--- config.mk ---
export PLATFORM = sky130hd
export DESIGN_NAME = hazard_ctrl_flat
export DESIGN_NICKNAME = d
export VERILOG_FILES = /design/src/rtl/hazard_ctrl_if.sv /design/src/rtl/hazard_ctrl.sv /design/src/flat_wrapper.sv
export SDC_FILE = /design/constraint.sdc
export NUM_CORES = 1
export LEC_CHECK = 0
export ABC_CLOCK_PERIOD_IN_PS = 2500
export CAP_MARGIN = 20
export CORE_ASPECT_RATIO = 1.2
export CORE_MARGIN = 4
export CORE_UTILIZATION = 40
export DETAILED_ROUTE_END_ITERATION = 6
export DONT_BUFFER_PORTS = 1
export PLACE_DENSITY = 0.62
export SLEW_MARGIN = 20
export SYNTH_ARGS = -nofsm -noshare
export SYNTH_HDL_FRONTEND = slang
export SYNTH_SLANG_ARGS = --single-unit
--- constraint.sdc ---
create_clock -name clk -period 2.5 [get_ports clk]
set_clock_uncertainty 0.2 [all_clocks]
set_input_delay 0.25 -clock clk [delete_from_list [all_inputs] [get_ports clk]]
set_output_delay 0.25 -clock clk [all_outputs]
set_load 0.01 [all_outputs]
--- src/rtl/hazard_ctrl_if.sv ---
// Pipeline hazard-control bundle: ID/EX source info, branch/memory status in,
// stall/flush/freeze controls plus event counters and FSM state out.
interface hazard_ctrl_if;
  logic [4:0]  readReg1_IF_ID;
  logic [4:0]  readReg2_IF_ID;
  logic        useReg1_IF_ID;
  logic        useReg2_IF_ID;
  logic [4:0]  writeReg_ID_EX;
  logic        MemRead_ID_EX;
  logic        branch_EX_MEM;
  logic        mem_busy;
  logic        PCWrite;
  logic        IF_ID_Write;
  logic        IF_ID_Flush;
  logic        ID_EX_Flush;
  logic        EX_MEM_Flush;
  logic        pipe_freeze;
  logic [15:0] stall_cnt;
  logic [15:0] flush_cnt;
  logic [1:0]  state;

  modport slave (
    input  readReg1_IF_ID, readReg2_IF_ID, useReg1_IF_ID, useReg2_IF_ID,
           writeReg_ID_EX, MemRead_ID_EX, branch_EX_MEM, mem_busy,
    output PCWrite, IF_ID_Write, IF_ID_Flush, ID_EX_Flush, EX_MEM_Flush,
           pipe_freeze, stall_cnt, flush_cnt, state
  );

  modport master (
    output readReg1_IF_ID, readReg2_IF_ID, useReg1_IF_ID, useReg2_IF_ID,
           writeReg_ID_EX, MemRead_ID_EX, branch_EX_MEM, mem_busy,
    input  PCWrite, IF_ID_Write, IF_ID_Flush, ID_EX_Flush, EX_MEM_Flush,
           pipe_freeze, stall_cnt, flush_cnt, state
  );
endinterface

--- src/rtl/hazard_ctrl.sv ---
// Hazard controller: memory-busy freeze, taken-branch flush (possibly deferred
// across a freeze) and load-use stall, with saturating event counters.
module hazard_ctrl (
  input logic         clk,
  input logic         reset,
  hazard_ctrl_if.slave bus
);

  typedef enum logic [1:0] {
    RUN        = 2'b00,
    FREEZE     = 2'b01,
    FLUSH_PEND = 2'b10,
    UNUSED     = 2'b11
  } state_t;

  state_t cur_state, next_state;
  logic   load_use;
  logic   pc_write, ifid_write, ifid_flush, idex_flush, exmem_flush, freeze;
  logic   count_stall, count_flush;
  logic [15:0] stall_cnt, flush_cnt;

  assign load_use = bus.MemRead_ID_EX && (bus.writeReg_ID_EX != 5'd0) &&
                    ((bus.useReg1_IF_ID && (bus.readReg1_IF_ID == bus.writeReg_ID_EX)) ||
                     (bus.useReg2_IF_ID && (bus.readReg2_IF_ID == bus.writeReg_ID_EX)));

  always_ff @(posedge clk) begin
    if (reset) begin
      cur_state <= RUN;
      stall_cnt <= 16'd0;
      flush_cnt <= 16'd0;
    end else begin
      cur_state <= next_state;
      if (count_stall && (stall_cnt != 16'hFFFF))
        stall_cnt <= stall_cnt + 16'd1;
      if (count_flush && (flush_cnt != 16'hFFFF))
        flush_cnt <= flush_cnt + 16'd1;
    end
  end

  // Controls are zero-latency; FREEZE leaving on mem_busy=0 acts exactly like RUN.
  always_comb begin
    pc_write    = 1'b1;
    ifid_write  = 1'b1;
    ifid_flush  = 1'b0;
    idex_flush  = 1'b0;
    exmem_flush = 1'b0;
    freeze      = 1'b0;
    count_stall = 1'b0;
    count_flush = 1'b0;
    next_state  = cur_state;
    if (!reset) begin
      case (cur_state)
        RUN, FREEZE: begin
          if (bus.mem_busy) begin
            freeze     = 1'b1;
            pc_write   = 1'b0;
            ifid_write = 1'b0;
            next_state = bus.branch_EX_MEM ? FLUSH_PEND : FREEZE;
          end else begin
            next_state = RUN;
            if (bus.branch_EX_MEM) begin
              ifid_flush  = 1'b1;
              idex_flush  = 1'b1;
              exmem_flush = 1'b1;
              count_flush = 1'b1;
            end else if (load_use) begin
              pc_write    = 1'b0;
              ifid_write  = 1'b0;
              idex_flush  = 1'b1;
              count_stall = 1'b1;
            end
          end
        end
        FLUSH_PEND: begin
          if (bus.mem_busy) begin
            freeze     = 1'b1;
            pc_write   = 1'b0;
            ifid_write = 1'b0;
          end else begin
            ifid_flush  = 1'b1;
            idex_flush  = 1'b1;
            exmem_flush = 1'b1;
            count_flush = 1'b1;
            next_state  = RUN;
          end
        end
        default: next_state = RUN;
      endcase
    end
  end

  assign bus.PCWrite      = pc_write;
  assign bus.IF_ID_Write  = ifid_write;
  assign bus.IF_ID_Flush  = ifid_flush;
  assign bus.ID_EX_Flush  = idex_flush;
  assign bus.EX_MEM_Flush = exmem_flush;
  assign bus.pipe_freeze  = freeze;
  assign bus.stall_cnt    = stall_cnt;
  assign bus.flush_cnt    = flush_cnt;
  assign bus.state        = cur_state;

endmodule

--- src/flat_wrapper.sv ---
// flat-port wrapper written by rule: the top's interface ports become plain ports
module hazard_ctrl_flat 
  (clk, reset, bus_readReg1_IF_ID, bus_readReg2_IF_ID, bus_useReg1_IF_ID, bus_useReg2_IF_ID, bus_writeReg_ID_EX, bus_MemRead_ID_EX, bus_branch_EX_MEM, bus_mem_busy, bus_PCWrite, bus_IF_ID_Write, bus_IF_ID_Flush, bus_ID_EX_Flush, bus_EX_MEM_Flush, bus_pipe_freeze, bus_stall_cnt, bus_flush_cnt, bus_state);
  hazard_ctrl_if bus_i ();
  input logic clk;
  input logic reset;
  input wire logic [$bits(bus_i.readReg1_IF_ID)-1:0] bus_readReg1_IF_ID;
  input wire logic [$bits(bus_i.readReg2_IF_ID)-1:0] bus_readReg2_IF_ID;
  input wire logic [$bits(bus_i.useReg1_IF_ID)-1:0] bus_useReg1_IF_ID;
  input wire logic [$bits(bus_i.useReg2_IF_ID)-1:0] bus_useReg2_IF_ID;
  input wire logic [$bits(bus_i.writeReg_ID_EX)-1:0] bus_writeReg_ID_EX;
  input wire logic [$bits(bus_i.MemRead_ID_EX)-1:0] bus_MemRead_ID_EX;
  input wire logic [$bits(bus_i.branch_EX_MEM)-1:0] bus_branch_EX_MEM;
  input wire logic [$bits(bus_i.mem_busy)-1:0] bus_mem_busy;
  output wire logic [$bits(bus_i.PCWrite)-1:0] bus_PCWrite;
  output wire logic [$bits(bus_i.IF_ID_Write)-1:0] bus_IF_ID_Write;
  output wire logic [$bits(bus_i.IF_ID_Flush)-1:0] bus_IF_ID_Flush;
  output wire logic [$bits(bus_i.ID_EX_Flush)-1:0] bus_ID_EX_Flush;
  output wire logic [$bits(bus_i.EX_MEM_Flush)-1:0] bus_EX_MEM_Flush;
  output wire logic [$bits(bus_i.pipe_freeze)-1:0] bus_pipe_freeze;
  output wire logic [$bits(bus_i.stall_cnt)-1:0] bus_stall_cnt;
  output wire logic [$bits(bus_i.flush_cnt)-1:0] bus_flush_cnt;
  output wire logic [$bits(bus_i.state)-1:0] bus_state;
  assign bus_i.readReg1_IF_ID = bus_readReg1_IF_ID;
  assign bus_i.readReg2_IF_ID = bus_readReg2_IF_ID;
  assign bus_i.useReg1_IF_ID = bus_useReg1_IF_ID;
  assign bus_i.useReg2_IF_ID = bus_useReg2_IF_ID;
  assign bus_i.writeReg_ID_EX = bus_writeReg_ID_EX;
  assign bus_i.MemRead_ID_EX = bus_MemRead_ID_EX;
  assign bus_i.branch_EX_MEM = bus_branch_EX_MEM;
  assign bus_i.mem_busy = bus_mem_busy;
  assign bus_PCWrite = bus_i.PCWrite;
  assign bus_IF_ID_Write = bus_i.IF_ID_Write;
  assign bus_IF_ID_Flush = bus_i.IF_ID_Flush;
  assign bus_ID_EX_Flush = bus_i.ID_EX_Flush;
  assign bus_EX_MEM_Flush = bus_i.EX_MEM_Flush;
  assign bus_pipe_freeze = bus_i.pipe_freeze;
  assign bus_stall_cnt = bus_i.stall_cnt;
  assign bus_flush_cnt = bus_i.flush_cnt;
  assign bus_state = bus_i.state;
  hazard_ctrl u_core (.clk(clk), .reset(reset), .bus(bus_i));
endmodule
# After elaboration in Yosys (flattened, before gate mapping)
# Cells that the tools add are included.
# word_totals
regBits	34
inputBits	22
wordCells	49
# op_classes
n_addsub	2
eq_ne	7
muxes	26
n_reduce_logical	11
# ops
operator	count
$add A16 B1 Y16 const B	2
$ne A16 B16 Y1 const B	2
$mux W1	19
$eq A5 B5 Y1	2
$logic_and A1 B1 Y1	6
$mux W2	3
$pmux W1 S2	3
$reduce_bool A5 Y1	1
$pmux W2 S2	1
$reduce_or A3 Y1	1
$eq A2 B1 Y1 const B	1
$eq A2 B2 Y1 const B	1
$logic_not A2 Y1	1
$ne A2 B2 Y1 const B	1
$reduce_or A2 Y1	1
$logic_or A1 B1 Y1	1

# Logic depth before layout (Yosys ltp)
# logic_depth
depth_word	10
mapped_depth	7
depth_no_buf	6

# Least setup slack after synthesis
# Ideal clock, no wire load.
# synth_timing
kind	flip-flop to flip-flop
from	register u_core.cur_state[1] (netlist: u_core.bus.state[1])
to	register u_core.stall_cnt[14] (netlist: u_core.bus.stall_cnt[14])
setup_time_ns	0.070
arrival_ns	1.948
required_time_ns	2.230
path_slack_ns	0.281
path_stages_with_launch	6
path_buffers	1
synth_period_minus_slack_ns	2.219
path_cell_list	dfxtp_1 buf_6 or4_4 or4_1 or3_1 a21oi_1
# synth_via
elab_chain_len	5
elab_cells_between_ends	6
# synth_lines
item	line_no	text
start: declaration	hazard_ctrl.sv:16	state_t cur_state, next_state;
start signal: assignment	hazard_ctrl.sv:32	cur_state <= next_state;
$eq A2 B1 Y1 / $logic_not A2 Y1 (equally long branches)	hazard_ctrl.sv:52	case (cur_state)
$reduce_or A2 Y1 *	hazard_ctrl.sv:52	
$mux W1 *	hazard_ctrl.sv:52	
$mux W1 *	hazard_ctrl.sv:51	if (!reset) begin
$logic_and A1 B1 Y1 *	hazard_ctrl.sv:33	if (count_stall && (stall_cnt != 16'hFFFF))
end signal: assignment	hazard_ctrl.sv:34	stall_cnt <= stall_cnt + 16'd1;
end: declaration	hazard_ctrl.sv:20	logic [15:0] stall_cnt, flush_cnt;
# Mark *: on every way between the ends. The rest lies on a longest branch, timed or not.
# A chain may end at the register's enable or synchronous reset.

# Worst setup path after layout
# layout_timing
from	register u_core.cur_state[1] (netlist: u_core.bus.state[1])
to	register u_core.flush_cnt[7] (netlist: u_core.bus.flush_cnt[7])
# layout_via
elab_chain_len	5
elab_cells_between_ends	7
# layout_lines
item	line_no	text
$eq A2 B1 Y1 / $logic_not A2 Y1 (equally long branches)	hazard_ctrl.sv:52	
$reduce_or A2 Y1	hazard_ctrl.sv:52	
$pmux W1 S2 *	hazard_ctrl.sv:52	
$mux W1 *	hazard_ctrl.sv:51	
$logic_and A1 B1 Y1 *	hazard_ctrl.sv:35	if (count_flush && (flush_cnt != 16'hFFFF))
end signal: assignment	hazard_ctrl.sv:36	flush_cnt <= flush_cnt + 16'd1;
end: declaration	hazard_ctrl.sv:20	
# Marked as above.

==> flow_metrics.env <==
export IMPL_syn_num_nets=265
export IMPL_overflow=0
export IMPL_clk_insertion_delay_late_ns=0.29
export IMPL_tightest_slew_ns=0.812
export IMPL_grt_pass1_wl_mm=8.43
export IMPL_rsz0062_at_grt="yes"
export IMPL_synth_edf_count=0
export IMPL_cp_required_ns=2.47
export IMPL_fmax_ghz=0.417
export IMPL_die_area_sq_um=6140
export IMPL_synth_adder_area_share=0.0127
export IMPL_dr_pass1_iters=4
export IMPL_clock_sinks=34
export IMPL_yosysSeqAreaShare=0.344
export IMPL_synth_top_family_by_area="simple AND/OR/NAND/NOR gates"
export IMPL_hold_class="in -> reg"
export IMPL_cellLeakagePower_nw=0.759
export IMPL_nets=287
export IMPL_synthFlopType="dfxtp_1"
export IMPL_numCtsBuffers=5
export IMPL_drive_gt1_frac=0.182
export IMPL_grt_pass1_vias=1792
export IMPL_synth_compound_area_frac=0.148
export IMPL_endpoint_kind="flip-flop"
export IMPL_place_congestion=0.811
export IMPL_synth_xor_area_share=0.102
export IMPL_synth_simple_gate_area_share=0.324
export IMPL_crit_fanout=8
export IMPL_rows=27
export IMPL_path_class="reg -> reg"
export IMPL_drtIter0Drc=96
export IMPL_hold_viol=0
export IMPL_ys_warn_count=0
export IMPL_ys_types=40
export IMPL_syn_to_final_growth_pct=20.1
export IMPL_dp_final_hpwl_mm=3.69
export IMPL_routed_wl_mm=5.25
export IMPL_ff2ff_path_depth=7
export IMPL_die_width_microns=72.2
export IMPL_cts_tree="done"
export IMPL_core_area_sq_um=4700
export IMPL_cap_viol_max_count=0
export IMPL_track_usage=0.172
export IMPL_critPathArrivalTime_ns=2.37
export IMPL_dpl_cell_area_sq_um=2070
export IMPL_num_vias=1931
export IMPL_vias_per_cell=6.00
export IMPL_cts_root_buf="clkbuf_8"
export IMPL_syn_inst=241
export IMPL_dp_slack_ns=0.248
export IMPL_cts_buffer_depth=2
export IMPL_die_y_microns=85.0
export IMPL_final_util=0.506
export IMPL_antenna_left=0
export IMPL_diodes=0
export IMPL_pin_count=62
export IMPL_start_util=0.421
export IMPL_htree_levels=2
export IMPL_maxSlewViolCount=0
export IMPL_power_density_nw_per_um2=438
export IMPL_ys_ff_latch=34
export IMPL_min_path_cells=2
export IMPL_startpoint_type="flip-flop"
export IMPL_path_clk_slew_ns=0.07
export IMPL_ir_worst_vdd_uv=242
export IMPL_routedWlPerCell_microns=16.3
export IMPL_ys_async_sr_fraction=0
export IMPL_io_buffers=0
export IMPL_syn_area_sq_um=1980
export IMPL_status="finished, final reports clean"
export IMPL_finalSetupViolCount=0
export IMPL_drcViolationCount=0
export IMPL_antenna_found_initial=0
export IMPL_grt_max_degree=20
export IMPL_min_period_over_period=0.959
export IMPL_synth_mux_area_frac=0.0272
export IMPL_maxSlewHeadroom=0.459
export IMPL_synth_avg_cell_area_sq_um=8.20
export IMPL_power_mw=1.04
export IMPL_setup_ws_ns=0.104
export IMPL_final_area_sq_um=2370
export IMPL_period_needed_ns=2.40
export IMPL_fin_tns_setup_ns=0
[what timing repair did]
item / in CTS / in global routing
buffers inserted: 0 / 3
hold buffers: 13 / 0
resized for setup: 0 / 21
hold endpoints to repair: 30 / 0
setup endpoints to repair: 0 / 6
[sequential cells by signal, indices dropped and copies added (netlist names)]
| name | count |
|---|---|
| u_core.bus.flush_cnt | 16 |
| u_core.bus.stall_cnt | 16 |
| u_core.bus.state | 2 |
[routing by layer]
layer | GRT usage | share of wire | vias up
li1 | - | - | 949
met3 | 0.0806 | 0.10 | 10
met1 | 0.179 | 0.40 | 907
met5 | 0 | 0 | -
met4 | 0.0786 | 0.022 | 0
met2 | 0.288 | 0.47 | 65
[area by class of cell]
type | count | area, sq um
Clock buffer | 7 | 86.3
Clock inverter | 1 | 5.00
Fill cell | 471 | 2320
Inverter | 6 | 22.5
Multi-Input combinational cell | 189 | 1250
Sequential cell | 34 | 697
Tap cell | 58 | 72.6
Timing Repair Buffer | 27 | 239
[cell families (layout without fill, tap and decap cells)]
logic type,Yosys count,after routing
AOI/OAI and AO/OA,44,44
xor gates and xnor gates,23,23
adders and majority gates,2,2
buffers and inverters,18,41
DFF,34,34
muxes,5,5
and+or+nand+nor,115,115
[where the power goes]
group,switching [mW],internal [mW]
clock network,0.201,0.222
registers,0.00476,0.544
logic,0.0366,0.0309
[worst max-delay path: stages (launching register included)]
cell           delay [ns]
dfxtp_1              0.38
buf_6                0.15
nor2b_2              0.19
o2111ai_1            0.34
nor3_1               0.29
xnor2_1              0.15
nor2_1               0.05
dlygate4sd3_1        0.54
[per-stage QoR]
stage	std cells	hold slack, ns
6_report	322	0.0216
5_1_grt	322	0.0163
4_1_cts	319	0.0108
3_5_place_dp	298	0.127
3_3_place_gp	298	0.126
2_1_floorplan	241	0.127
[cell usage after synthesis (2+ instances only)]
cell type | n | area share
ha_1 | 2 | 0.013
mux2_2 | 3 | 0.017
xnor2_1 | 15 | 0.066
nand2_1 | 13 | 0.025
nor2b_1 | 5 | 0.016
clkbuf_1 | 9 | 0.017
a21oi_1 | 14 | 0.035
nand4_1 | 12 | 0.038
o21a_1 | 3 | 0.011
inv_1 | 6 | 0.011
a31o_2 | 2 | 0.0089
nand3_1 | 11 | 0.028
mux2i_1 | 2 | 0.010
and4_1 | 3 | 0.013
xor2_1 | 8 | 0.035
nor2_1 | 21 | 0.040
a211oi_1 | 2 | 0.0076
nor3_1 | 9 | 0.023
or4_1 | 9 | 0.034
and3_1 | 4 | 0.013
or3_1 | 7 | 0.022
and2_1 | 4 | 0.013
o211ai_1 | 2 | 0.0076
dfxtp_1 | 34 | 0.34
o21ai_0 | 7 | 0.018
nor4_1 | 13 | 0.041
buf_4 | 2 | 0.0076
o311ai_0 | 2 | 0.0089
o31ai_1 | 6 | 0.023
[path summary, 6_finish.rpt]
check / slack, ns / to / start
worst max-delay path: 0.10 / u_core.bus.flush_cnt[7] / u_core.bus.state[1]
worst min-delay path: 0.02 / u_core.bus.stall_cnt[5] / reset
worst max register to register: 0.10 / u_core.bus.flush_cnt[7] / u_core.bus.state[1]
worst min register to register: 0.31 / u_core.bus.stall_cnt[15] / u_core.bus.stall_cnt[15]
[cells in the final DEF, fill, tap and decap left out, drive strengths merged, types with 2 or more instances in the layout]
master / count
a211oi: 2
a21oi: 14
a31o: 2
and2: 4
and3: 4
and4: 3
buf: 14
clkbuf: 7
dfxtp: 34
dlygate4sd3: 13
ha: 2
inv: 6
mux2: 3
mux2i: 2
nand2: 13
nand3: 11
nand4: 12
nor2: 21
nor2b: 5
nor3: 9
nor4: 14
o211ai: 2
o21a: 3
o21ai: 7
o311ai: 2
o31ai: 6
or3: 7
or4: 10
xnor2: 15
xor2: 8
No activity file was read; power rests on OpenSTA's default activity.
